--- config.mk ---
export PLATFORM = sky130hd
export DESIGN_NAME = ps2_cmd_ctrl_flat
export DESIGN_NICKNAME = d
export VERILOG_FILES = /design/src/rtl/ps2_cmd_ctrl_if.sv /design/src/rtl/ps2_cmd_ctrl.sv /design/src/flat_wrapper.sv
export SDC_FILE = /design/constraint.sdc
export NUM_CORES = 1
export LEC_CHECK = 0
export ABC_AREA = 1
export CORE_UTILIZATION = 50
export DETAILED_ROUTE_END_ITERATION = 7
export PLACE_DENSITY = 0.77
export SLEW_MARGIN = 20
export SYNTH_ARGS = -nofsm -noshare
export SYNTH_HDL_FRONTEND = slang
export SYNTH_SLANG_ARGS = --single-unit
--- constraint.sdc ---
create_clock -name clk_25mhz -period 1.6 [get_ports clk_25mhz]
set_input_delay 0.32 -clock clk_25mhz [delete_from_list [all_inputs] [get_ports clk_25mhz]]
set_output_delay 0.32 -clock clk_25mhz [all_outputs]
set_load 0.03 [all_outputs]
--- src/rtl/ps2_cmd_ctrl_if.sv ---
// ps2_cmd_ctrl_if: scancode input strobe and command handshake between the
// PS/2 receiver, the command sequencer and the LifeGame core.
//
// Handshake: code_vld is a one-cycle strobe qualifying code. On the command
// side cmd_vld/cmd are driven from registers and cmd is stable while cmd_vld
// is high; a command transfers on every rising clock edge that samples
// cmd_vld & cmd_rdy both high. cmd_rdy never feeds cmd_vld combinationally.
`timescale 1ns/1ps
interface ps2_cmd_ctrl_if;
  logic       code_vld;
  logic [7:0] code;
  logic       cmd_vld;
  logic [1:0] cmd;
  logic       cmd_rdy;

  // Sequencer side: consumes scancodes, offers commands.
  modport slave (
    input  code_vld,
    input  code,
    input  cmd_rdy,
    output cmd_vld,
    output cmd
  );

  // Environment side: supplies scancodes, accepts commands.
  modport master (
    output code_vld,
    output code,
    output cmd_rdy,
    input  cmd_vld,
    input  cmd
  );
endinterface

--- src/rtl/ps2_cmd_ctrl.sv ---
// ps2_cmd_ctrl: turns a PS/2 scancode stream into cursor moves, run toggles
// and single TOGGLE/CLEAR/STEP commands for the LifeGame core.
// Optional build macro: KEY_REPEAT_FILTER_EN (per-key held flags so that
// typematic repeats of SPACE/R/S/ENTER act once per press).
// dbg_state exposes the prefix decoder state (0 IDLE, 1 EXT, 2 BRK, 3 EXT_BRK).
`timescale 1ns/1ps
module ps2_cmd_ctrl #(
  parameter int GRID_W      = 64,
  parameter int GRID_H      = 48,
  parameter int XW          = 6,
  parameter int YW          = 6,
  parameter int PFX_TIMEOUT = 250000
) (
  input  logic          clk_25mhz,
  input  logic          clr,
  ps2_cmd_ctrl_if.slave bus,
  output logic [XW-1:0] cursor_x,
  output logic [YW-1:0] cursor_y,
  output logic          run,
  output logic          ovf,
  output logic [1:0]    dbg_state
);

  localparam int CW = (PFX_TIMEOUT > 2) ? $clog2(PFX_TIMEOUT) : 1;
  localparam logic [CW-1:0] CNT_LAST = CW'(PFX_TIMEOUT - 1);

  localparam logic [7:0] C_BRK   = 8'hF0;
  localparam logic [7:0] C_EXT   = 8'hE0;
  localparam logic [7:0] K_SPACE = 8'h29;
  localparam logic [7:0] K_R     = 8'h2D;
  localparam logic [7:0] K_S     = 8'h1B;
  localparam logic [7:0] K_ENTER = 8'h5A;
  localparam logic [7:0] K_UP    = 8'h75;
  localparam logic [7:0] K_DOWN  = 8'h72;
  localparam logic [7:0] K_LEFT  = 8'h6B;
  localparam logic [7:0] K_RIGHT = 8'h74;

  localparam logic [1:0] CMD_TOGGLE = 2'd0;
  localparam logic [1:0] CMD_CLEAR  = 2'd1;
  localparam logic [1:0] CMD_STEP   = 2'd2;

  typedef enum logic [1:0] {
    ST_IDLE    = 2'd0,
    ST_EXT     = 2'd1,
    ST_BRK     = 2'd2,
    ST_EXT_BRK = 2'd3
  } state_t;

  state_t        state_q, state_d;
  logic [CW-1:0] cnt_q, cnt_d;
  logic [XW-1:0] x_q, x_d;
  logic [YW-1:0] y_q, y_d;
  logic          run_q, run_d;
  logic          ovf_q, ovf_d;
  logic          cmd_vld_q, cmd_vld_d;
  logic [1:0]    cmd_q, cmd_d;

  // Decoded final byte of a frame.
  logic       is_make;
  logic       is_brk;
  logic       is_ext;
  // One-hot std key hit {ENTER, S, R, SPACE} and the subset that acts.
  logic [3:0] key_hit;
  logic [3:0] key_act;
  logic       new_vld;
  logic [1:0] new_cmd;

`ifdef KEY_REPEAT_FILTER_EN
  logic [3:0] held_q, held_d;
`endif

  // Prefix decoder next state and timeout counter.
  always_comb begin
    state_d = state_q;
    cnt_d   = '0;
    is_make = 1'b0;
    is_brk  = 1'b0;
    is_ext  = 1'b0;
    case (state_q)
      ST_IDLE: begin
        if (bus.code_vld) begin
          if (bus.code == C_BRK)      state_d = ST_BRK;
          else if (bus.code == C_EXT) state_d = ST_EXT;
          else                        is_make = 1'b1;
        end
      end
      ST_EXT: begin
        if (bus.code_vld) begin
          if (bus.code == C_BRK) begin
            state_d = ST_EXT_BRK;
          end else begin
            is_make = 1'b1;
            is_ext  = 1'b1;
            state_d = ST_IDLE;
          end
        end else if (cnt_q == CNT_LAST) begin
          state_d = ST_IDLE;
        end else begin
          cnt_d = cnt_q + 1'b1;
        end
      end
      ST_BRK, ST_EXT_BRK: begin
        if (bus.code_vld) begin
          is_brk  = 1'b1;
          is_ext  = (state_q == ST_EXT_BRK);
          state_d = ST_IDLE;
        end else if (cnt_q == CNT_LAST) begin
          state_d = ST_IDLE;
        end else begin
          cnt_d = cnt_q + 1'b1;
        end
      end
      default: state_d = ST_IDLE;
    endcase
  end

  // Key map, repeat filter, cursor/run update and command slot next state.
  always_comb begin
    key_hit   = 4'b0000;
    key_act   = 4'b0000;
    new_vld   = 1'b0;
    new_cmd   = CMD_TOGGLE;
    x_d       = x_q;
    y_d       = y_q;
    run_d     = run_q;
    ovf_d     = ovf_q;
    cmd_vld_d = cmd_vld_q;
    cmd_d     = cmd_q;
`ifdef KEY_REPEAT_FILTER_EN
    held_d    = held_q;
`endif

    case (bus.code)
      K_SPACE: key_hit = 4'b0001;
      K_R:     key_hit = 4'b0010;
      K_S:     key_hit = 4'b0100;
      K_ENTER: key_hit = 4'b1000;
      default: key_hit = 4'b0000;
    endcase

`ifdef KEY_REPEAT_FILTER_EN
    // A make only acts on the first press; the break re-arms the key.
    if (is_make && !is_ext) begin
      key_act = key_hit & ~held_q;
      held_d  = held_q | key_hit;
    end
    if (is_brk && !is_ext) held_d = held_q & ~key_hit;
`else
    if (is_make && !is_ext) key_act = key_hit;
`endif

    if (key_act[0]) begin
      new_vld = 1'b1;
      new_cmd = CMD_TOGGLE;
    end
    if (key_act[1]) begin
      new_vld = 1'b1;
      new_cmd = CMD_CLEAR;
    end
    // STEP is meaningless while free-running, so it is dropped without ovf.
    if (key_act[2] && !run_q) begin
      new_vld = 1'b1;
      new_cmd = CMD_STEP;
    end
    if (key_act[3]) run_d = ~run_q;

    // Arrows move one cell on every make, wrapping at the grid edges.
    if (is_make && is_ext) begin
      case (bus.code)
        K_UP:    y_d = (y_q == '0) ? YW'(GRID_H - 1) : y_q - 1'b1;
        K_DOWN:  y_d = (y_q == YW'(GRID_H - 1)) ? '0 : y_q + 1'b1;
        K_LEFT:  x_d = (x_q == '0) ? XW'(GRID_W - 1) : x_q - 1'b1;
        K_RIGHT: x_d = (x_q == XW'(GRID_W - 1)) ? '0 : x_q + 1'b1;
        default: ;
      endcase
    end

    // Single pending slot; a retiring slot may take the new command the same edge.
    if (new_vld) begin
      if (!cmd_vld_q || bus.cmd_rdy) begin
        cmd_vld_d = 1'b1;
        cmd_d     = new_cmd;
      end else begin
        ovf_d = 1'b1;
      end
    end else if (cmd_vld_q && bus.cmd_rdy) begin
      cmd_vld_d = 1'b0;
    end
  end

  // State registers with asynchronous active-low clear.
  always_ff @(posedge clk_25mhz or negedge clr) begin
    if (!clr) begin
      state_q   <= ST_IDLE;
      cnt_q     <= '0;
      x_q       <= '0;
      y_q       <= '0;
      run_q     <= 1'b0;
      ovf_q     <= 1'b0;
      cmd_vld_q <= 1'b0;
      cmd_q     <= CMD_TOGGLE;
    end else begin
      state_q   <= state_d;
      cnt_q     <= cnt_d;
      x_q       <= x_d;
      y_q       <= y_d;
      run_q     <= run_d;
      ovf_q     <= ovf_d;
      cmd_vld_q <= cmd_vld_d;
      cmd_q     <= cmd_d;
    end
  end

`ifdef KEY_REPEAT_FILTER_EN
  // Held flags for SPACE/R/S/ENTER.
  always_ff @(posedge clk_25mhz or negedge clr) begin
    if (!clr) held_q <= 4'b0000;
    else      held_q <= held_d;
  end
`endif

  assign bus.cmd_vld = cmd_vld_q;
  assign bus.cmd     = cmd_q;
  assign cursor_x    = x_q;
  assign cursor_y    = y_q;
  assign run         = run_q;
  assign ovf         = ovf_q;
  assign dbg_state   = state_q;

endmodule
--- src/flat_wrapper.sv ---
// flat-port wrapper written by rule: the top's interface ports become plain ports
module ps2_cmd_ctrl_flat 
#(
  parameter int GRID_W      = 64,
  parameter int GRID_H      = 48,
  parameter int XW          = 6,
  parameter int YW          = 6,
  parameter int PFX_TIMEOUT = 250000
)
  (clk_25mhz, clr, cursor_x, cursor_y, run, ovf, dbg_state, bus_code_vld, bus_code, bus_cmd_rdy, bus_cmd_vld, bus_cmd);
  ps2_cmd_ctrl_if bus_i ();
  input  logic clk_25mhz;
  input  logic clr;
  output logic [XW-1:0] cursor_x;
  output logic [YW-1:0] cursor_y;
  output logic run;
  output logic ovf;
  output logic [1:0] dbg_state;
  input wire logic [$bits(bus_i.code_vld)-1:0] bus_code_vld;
  input wire logic [$bits(bus_i.code)-1:0] bus_code;
  input wire logic [$bits(bus_i.cmd_rdy)-1:0] bus_cmd_rdy;
  output wire logic [$bits(bus_i.cmd_vld)-1:0] bus_cmd_vld;
  output wire logic [$bits(bus_i.cmd)-1:0] bus_cmd;
  assign bus_i.code_vld = bus_code_vld;
  assign bus_i.code = bus_code;
  assign bus_i.cmd_rdy = bus_cmd_rdy;
  assign bus_cmd_vld = bus_i.cmd_vld;
  assign bus_cmd = bus_i.cmd;
  ps2_cmd_ctrl #(.GRID_W(GRID_W), .GRID_H(GRID_H), .XW(XW), .YW(YW), .PFX_TIMEOUT(PFX_TIMEOUT)) u_core (.clk_25mhz(clk_25mhz), .clr(clr), .bus(bus_i), .cursor_x(cursor_x), .cursor_y(cursor_y), .run(run), .ovf(ovf), .dbg_state(dbg_state));
endmodule
==> summary.md, run 1 <==
| Metric | Value |
|---|---|
| Status | `complete, no violations` |
| Yosys reg bits | `37` |
| Area of the multi-input gates | `1510 sq um` |
| Synth warn | `0` |
| Final count of pins violating max slew | `0` |
| Min cycle time layout | `1504 ps` |
| Startpoint types | `input pin` |
| Simple-Gate Fraction of Synth Area | `~42%` |
| EDFF count, synth | `0` |
| Post-synthesis average cell area | `6.915 sq um` |
| Post-Synthesis Cell Area | `2600 sq um` |
| Synth cell types | `37` |
| Hpwl dp | `between 4000 and 5000 um` |
| CTS clk-pin slew, worst paths | `80 ps` |
| CTS H-tree lvls | `2` |
| XOR/XNOR Fraction of Synth Area | `around 5.4%` |
| CTS tree | `built` |
| Vias in the first global route | `2326` |
| Reg2Reg Setup Slack | `130 ps` |
| Main combinational cell family by area after synthesis | `simple AND/OR/NAND/NOR gates` |
| Die area | `5492 sq um` |
| Avg WL per Cell | `approximately 11 um` |
| First-pass GRT wire length | `around 9500 um` |
| Clock buffer depth | `2` |
| P&R area growth vs syn | `27.19%` |
| Top cell type's share of synthesized area | `35.61%` |
| Post-synthesis mux area share | `0%` |
| Detailed Route Iter0 Violations | `189` |
| Maximum VDD drop | `323.2 uV` |
| Pre-CTS setup slack | `-215.3 ps` |
| Setup CP Type | `input pin to flip-flop` |
| Area leader, netlist | `dfrtp_1` |
| Initial antenna violation count | `0` |
| Routability Congestion | `0.9147` |
| Final setup margin | `96.13 ps` |
| CTS sink count | `37` |
| CP endpoint kind | `flip-flop` |
| Final Hold Fails | `0` |
| # rows | `25` |
| Layout cell share with drive strength beyond 1 | `19.91%` |
| RSZ-0062 raised after global routing | `true` |
| Hold Path Class | `input pin to async pin` |
| Routed Antenna Nets | `0` |
| Routed wire length | `approximately 5500 um` |
| Skew final | `3.515 ps` |
| Final-stage net count | `between 400 and 500` |
| Max Clk Rate | `0.6649 GHz` |
| DIE HEIGHT | `74.11 um` |
| Crit share post-route | `93.99%` |
| Pwr Total | `2.035 mW` |
| Skew-Pair Late Insertion Delay | `290 ps` |
| Leak | `1.738 nW` |
| Vias per inst | `4.909` |
| Final Hold Slack | `57.86 ps` |
| Adder-cell share of the synthesized area | `3.369%` |
| CP startpoint | `bus_code[6]` |
| Number of max-cap violations | `0` |
| Reg area | `929.6 sq um` |
| Drc violations | `0` |
| Initial Util | `53.63%` |
| Inserted Clock Buffers | `5` |
| Fin cells | `a little over 500` |
| Detailed-route via count | `2474` |
| Die X | `between 70 and 80 um` |
| Worst reg2reg path startpoint | `u_core.cnt_q[0]$_DFF_PN0_` |
| Number of setup violations in the final report | `0` |
| Number of I/O pins | `31` |
| Core Region | `4848 sq um` |
| Detailed Routing Iterations Pass 1 | `4` |
| Slowest CP cell | `clkdlybuf4s50_1` |
| PortBufs | `30` |
| Cts hold-fix bufs | `0` |
| Largest net degree at the start of global routing | `38` |
| Total GRT Usage | `22.31%` |
| CP cell instances | `clkdlybuf4s50_1 -> inv_2 -> nor2_2 -> nand2_2 -> nor2_8 -> buf_4 -> xor2_1 -> o21ai_1` |
| Max stage delay on crit path | `around 510 ps` |
| Req. time, crit path | `1770 ps` |
| Synth Area in Compound Gates | `5.871%` |
| Overflow left after global routing | `0` |
| R2r endpoint | `u_core.cnt_q[13]$_DFF_PN0_` |
| Worst EP arrival | `between 1500 and 2000 ps` |
| FFs w/ async S/R, synth | `100.0%` |
| Most numerous cell in the Yosys netlist | `nand2_1` |
| Synth top cells by count | `103 x nand2_1, 62 x nor2_1, 37 x dfrtp_1, 33 x inv_1, 31 x nand3_1` |
| Critical-path maximum fanout | `8` |
| Slew HR | `68.43%` |
| Sequential-to-total area share from yosys stat | `35.61%` |
| Reg2reg path depth | `7` |
| Dpl cells | `slightly below 500` |
| Root Buffer | `clkbuf_8` |
| Power Density | `615.4 nW/um^2` |
| Syn Nets | `395` |
| Layout fillers | `437` |
| Number of inserted diodes | `0` |
| Synth Instances | `376` |
| Worst Tran Pin Value | `473.6 ps` |
| Main flop type after synthesis | `dfrtp_1` |
| Synth top area cells | `dfrtp_1 36%, nand2_1 15%, nor2_1 9.0%` |
## per-layer routing
layer  vias to the layer above  GRT usage [%]  share of wire (%)
met1                      1105          28.17                 45
met4                         0          8.761                1.8
met3                        12          3.794                3.9
met5                         -              0                  0
met2                        56          37.98                 49
li1                       1301              -                  -
## sequential cells by signal (all words and copies together), names as in the netlist
register / cells
u_core.dbg_state: 2
u_core.bus.cmd_vld: 1
u_core.ovf: 1
u_core.cursor_y: 6
u_core.cnt_q: 18
u_core.run: 1
u_core.bus.cmd: 2
u_core.cursor_x: 6
## layout make-up
class / count / area share (%)
tap: 67 / 2.535
multi-input combinational: 287 / 45.67
sequential: 37 / 28.11
clock inverter: 1 / 0.9081
timing repair buffer: 57 / 14.72
inverter: 48 / 5.448
clock buffer: 7 / 2.611
## cell usage in the layout, fill, tap and decap left out, types with 8 or more instances in the layout
| master | n |
|---|---|
| clkdlybuf4s50_1 | 10 |
| nand2_1 | 102 |
| inv_1 | 31 |
| nor2_2 | 9 |
| nor2_1 | 62 |
| o21ai_1 | 10 |
| dfrtp_1 | 34 |
| xor2_1 | 12 |
| inv_2 | 16 |
| dlygate4sd2_1 | 19 |
| nand3_1 | 31 |
| nand4_1 | 8 |
| buf_4 | 26 |
## worst max-delay path: cells and delay by family
kind	cells	cell delay (ps)
buf+inv	3	700
simple gates	3	440
xor+xnor	1	130
compound gates	1	80
## per-stage QoR
step | cell area (sq um) | util (%) | TNS [ps]
6_report | 3307 | 68.21 | 0
3_3_place_gp | 3166 | 65.29 | -2439
3_5_place_dp | 3166 | 65.29 | -2589
4_1_cts | 3258 | 67.20 | 0
5_1_grt | 3307 | 68.21 | -66.09
2_1_floorplan | 2600 | - | 0
## repair_timing
| item | 4_1_cts | 5_1_grt |
|---|---|---|
| buffers inserted | 0 | 1 |
| pin swaps | 0 | 2 |
| gates cloned | 0 | 0 |
| setup endpoints to repair | 19 | 10 |
| resized for setup | 19 | 13 |
## worst max-delay path by stage
stage                                endpoint  slack [ps]  depth (start not counted)
6_report       u_core.cursor_y[1]$_DFFE_PN0P_         100                          8
5_1_grt        u_core.cursor_y[0]$_DFFE_PN0P_         -30                          8
2_1_floorplan  u_core.cursor_x[3]$_DFFE_PN0P_          50                          8
3_3_place_gp           u_core.run$_DFFE_PN0P_        -230                          9
3_5_place_dp           u_core.run$_DFFE_PN0P_        -220                          9
4_1_cts                u_core.run$_DFFE_PN0P_          80                          9
## logic make-up (layout without fill, tap and decap cells)
kind of cell,count (synthesis),in the layout
AOI/OAI and AO/OA,26,26
xor gates and xnor gates,16,16
adders and majority gates,7,7
buffers and inverters,52,113
DFF,37,37
and+or+nand+nor,238,238
## where the power goes
part           leakage, nW  switching (mW)  internal (mW)
Sequential           0.501          0.0115          0.946
Clock               0.0585           0.341          0.509
Combinational         1.18           0.138         0.0894
Total                 1.74           0.491           1.54
No activity file was read; power rests on OpenSTA's default activity.
==> run 2, diff against run 1 <==
==> constraint.sdc (replaced) <==
create_clock -name clk_25mhz -period 1.4 [get_ports clk_25mhz]
set_input_delay 0.28 -clock clk_25mhz [delete_from_list [all_inputs] [get_ports clk_25mhz]]
set_output_delay 0.28 -clock clk_25mhz [all_outputs]
set_load 0.03 [all_outputs]
==> run 2 against run 1 <==
Against the previous run:
- the run now ends with negative setup slack left
- wire length increased by 9.6%
- setup slack got worse by 140 ps
- clock-buffer cell count decreased by 1
- register-to-register slack got worse by 170 ps
- clock power decreased by 14%
- global-route usage increased by 0.64 points
- core utilization increased by 6.3 points
- critical path depth decreased by 1
- final cell count increased by 5.2%
- critical path type is now flip-flop to flip-flop
- largest cell class unchanged
==> summary.md, run 2 (synthesis results as in run 1) <==
| Metric | Value |
|---|---|
| Status | `finished, violations left` |
| Failing checks | `negative setup slack` |
| Reg area | `935.9 sq um` |
| Fin area | `3612 sq um` |
| Startpoint types | `flip-flop` |
| Min cycle time layout | `approximately 1400 ps` |
| Detailed Routing Iterations Pass 1 | `4` |
| Met3 Usage GRT | `under 10%` |
| Slew HR | `76.07%` |
| Inserted Clock Buffers | `5` |
| Pre-CTS setup slack | `-392.0 ps` |
| Req. time, crit path | `1580 ps` |
| Drc violations | `0` |
| Crit path depth | `7` |
| First-pass GRT wire length | `about 9900 um` |
| Total GRT Usage | `between 20% and 30%` |
| Avg WL per Cell | `11.41 um` |
| Worst reg2reg path startpoint | `u_core.cnt_q[1]$_DFF_PN0_` |
| CTS tree | `built` |
| Largest register FFs | `18` |
| Maximum VDD drop | `between 600 and 700 uV` |
| Initial antenna violation count | `0` |
| Most common cell on crit path | `nand3_1` |
| Vias per inst | `4.942` |
| Commonest non-fill, non-tap cell in the layout | `nand2_1` |
| Number of setup violations in the final report | `3` |
| Worst EP arrival | `between 1500 and 2000 ps` |
| Reg2reg path depth | `7` |
| Power Density | `590.3 nW/um^2` |
| Max stage delay on crit path | `360 ps` |
| Number of I/O pins | `31` |
| Area of the multi-input gates | `1672 sq um` |
| Layout fillers | `363` |
| Detailed Route Iter0 Violations | `about 140` |
| Slowest CP cell | `dfrtp_1` |
| CP cell instances | `ha_2 -> nand3_1 -> nor2_1 -> nand3_1 -> nand2_2 -> inv_2 -> and3_1` |
| Detailed-route via count | `roughly 2600` |
| Met2 GRT Util | `39.80%` |
| Setup CP Type | `flip-flop to flip-flop` |
| Root Buffer | `clkbuf_8` |
| Delay-heaviest family, CP | `simple AND/OR/NAND/NOR gates` |
| Max Clk Rate | `slightly below 0.7 GHz` |
| Worst Path Buf+Inv | `1` |
| CTS sink count | `37` |
| # rows | `25` |
| Hold Path Class | `input pin to async pin` |
| CTS H-tree lvls | `2` |
| Skew final | `8.493 ps` |
| Clock buffer depth | `2` |
| Final-stage net count | `481` |
| Layout cell share with drive strength beyond 1 | `33.69%` |
| P&R area growth vs syn | `38.93%` |
| Placed inst area | `3279 sq um` |
| Hpwl dp | `4349 um` |
| Leak | `1.877 nW` |
| PortBufs | `30` |
| Die area | `5492 sq um` |
| Most flop-heavy register | `u_core.cnt_q` |
| Most frequent cells in the layout | `97 x nand2_1, 57 x buf_4, 53 x nor2_1` |
| Die X | `74.11 um` |
| Critical-path maximum fanout | `6` |
| Crit share post-route | `103.1%` |
| Number of inserted diodes | `0` |
| Core Region | `between 4000 and 5000 sq um` |
| Post-layout util | `74.50%` |
| Setup tns final | `-95.85 ps` |
| Overflow left after global routing | `0` |
| Initial Util | `53.63%` |
| Worst Tran Pin Value | `about 360 ps` |
| CP endpoint kind | `flip-flop` |
| CTS clk-pin slew, worst paths | `80 ps` |
| Vias in the first global route | `between 2000 and 2500` |
| Final count of pins violating max slew | `0` |
| Reg2Reg Setup Slack | `-40 ps` |
| Routed Antenna Nets | `0` |
| Grt peak-use layer | `met2` |
| Pwr Total | `2.132 mW` |
| Routability Congestion | `0.8826` |
| R2r endpoint | `u_core.cnt_q[13]$_DFF_PN0_` |
| Routed wire length | `just over 6000 um` |
| RSZ-0062 raised after global routing | `true` |
| Final Hold Fails | `0` |
| DIE HEIGHT | `roughly 74 um` |
| Skew-Pair Late Insertion Delay | `290 ps` |
| Largest net degree at the start of global routing | `24` |
| Number of max-cap violations | `0` |
| Final setup margin | `-43.42 ps` |
| Routing usage on met1 | `29.19%` |
[run 2: power breakdown]
part           total, mW  switching [mW]  internal (mW)  leakage [nW]
Combinational      0.306           0.179          0.127          1.34
Sequential          1.09          0.0137           1.08         0.494
Clock              0.732           0.386          0.345        0.0450
Total               2.13           0.579           1.55          1.88
[run 2: worst max-delay path by stage]
| stage | end | start | slack, ps |
|---|---|---|---|
| floorplan | u_core.cursor_y[5]$_DFFE_PN0P_ | u_core.cursor_y[1]$_DFFE_PN0P_ | -6 |
| global placement | u_core.run$_DFFE_PN0P_ | bus_code[6] | -380 |
| detailed placement | u_core.run$_DFFE_PN0P_ | bus_code[6] | -390 |
| CTS | u_core.cnt_q[13]$_DFF_PN0_ | u_core.cnt_q[1]$_DFF_PN0_ | 0.6 |
| global route | u_core.cnt_q[13]$_DFF_PN0_ | u_core.cnt_q[1]$_DFF_PN0_ | -140 |
| finish | u_core.cnt_q[13]$_DFF_PN0_ | u_core.cnt_q[1]$_DFF_PN0_ | -40 |
[run 2: area by class of cell]
class,instances,share of cell area [%]
multi-input cells,289,46.28
flip-flops and latches,37,25.91
repair buffers,81,18.01
inverters,48,5.196
well taps,67,2.321
clock buffers,6,2.009
clock inverters,2,0.2771
[run 2: what timing repair did]
action                                 in CTS  in global routing
endpoints found under the hold margin      14                  0
hold buffers                                1                  0
buffers inserted                            2                  5
setup endpoints to repair                  23                 38
pin swaps                                   9                 26
gates cloned                                2                  0
gates resized for setup                    33                 50
[run 2: worst register-to-register path, cell delays in order, from the launching register on]
cell and delay, ps:
dfrtp_1 360, ha_2 200, nand3_1 100, nor2_1 110, nand3_1 120, nand2_2 170
inv_2 90, and3_1 170
[run 2: per-layer routing]
| layer | wire length, um | share of wire (%) | vias to the layer above |
|---|---|---|---|
| met4 | 56 | 0.93 | 0 |
| met2 | 3097 | 51 | 42 |
| li1 | - | - | 1359 |
| met3 | 183 | 3.0 | 6 |
| met1 | 2710 | 45 | 1212 |
| met5 | 0 | 0 | - |
[run 2: metrics by stage]
stage	hold slack, ps	cells
floorplan	-15.59	376
global placement	214.0	512
detailed placement	210.4	512
CTS	433.5	525
global route	477.7	530
finish	429.1	530
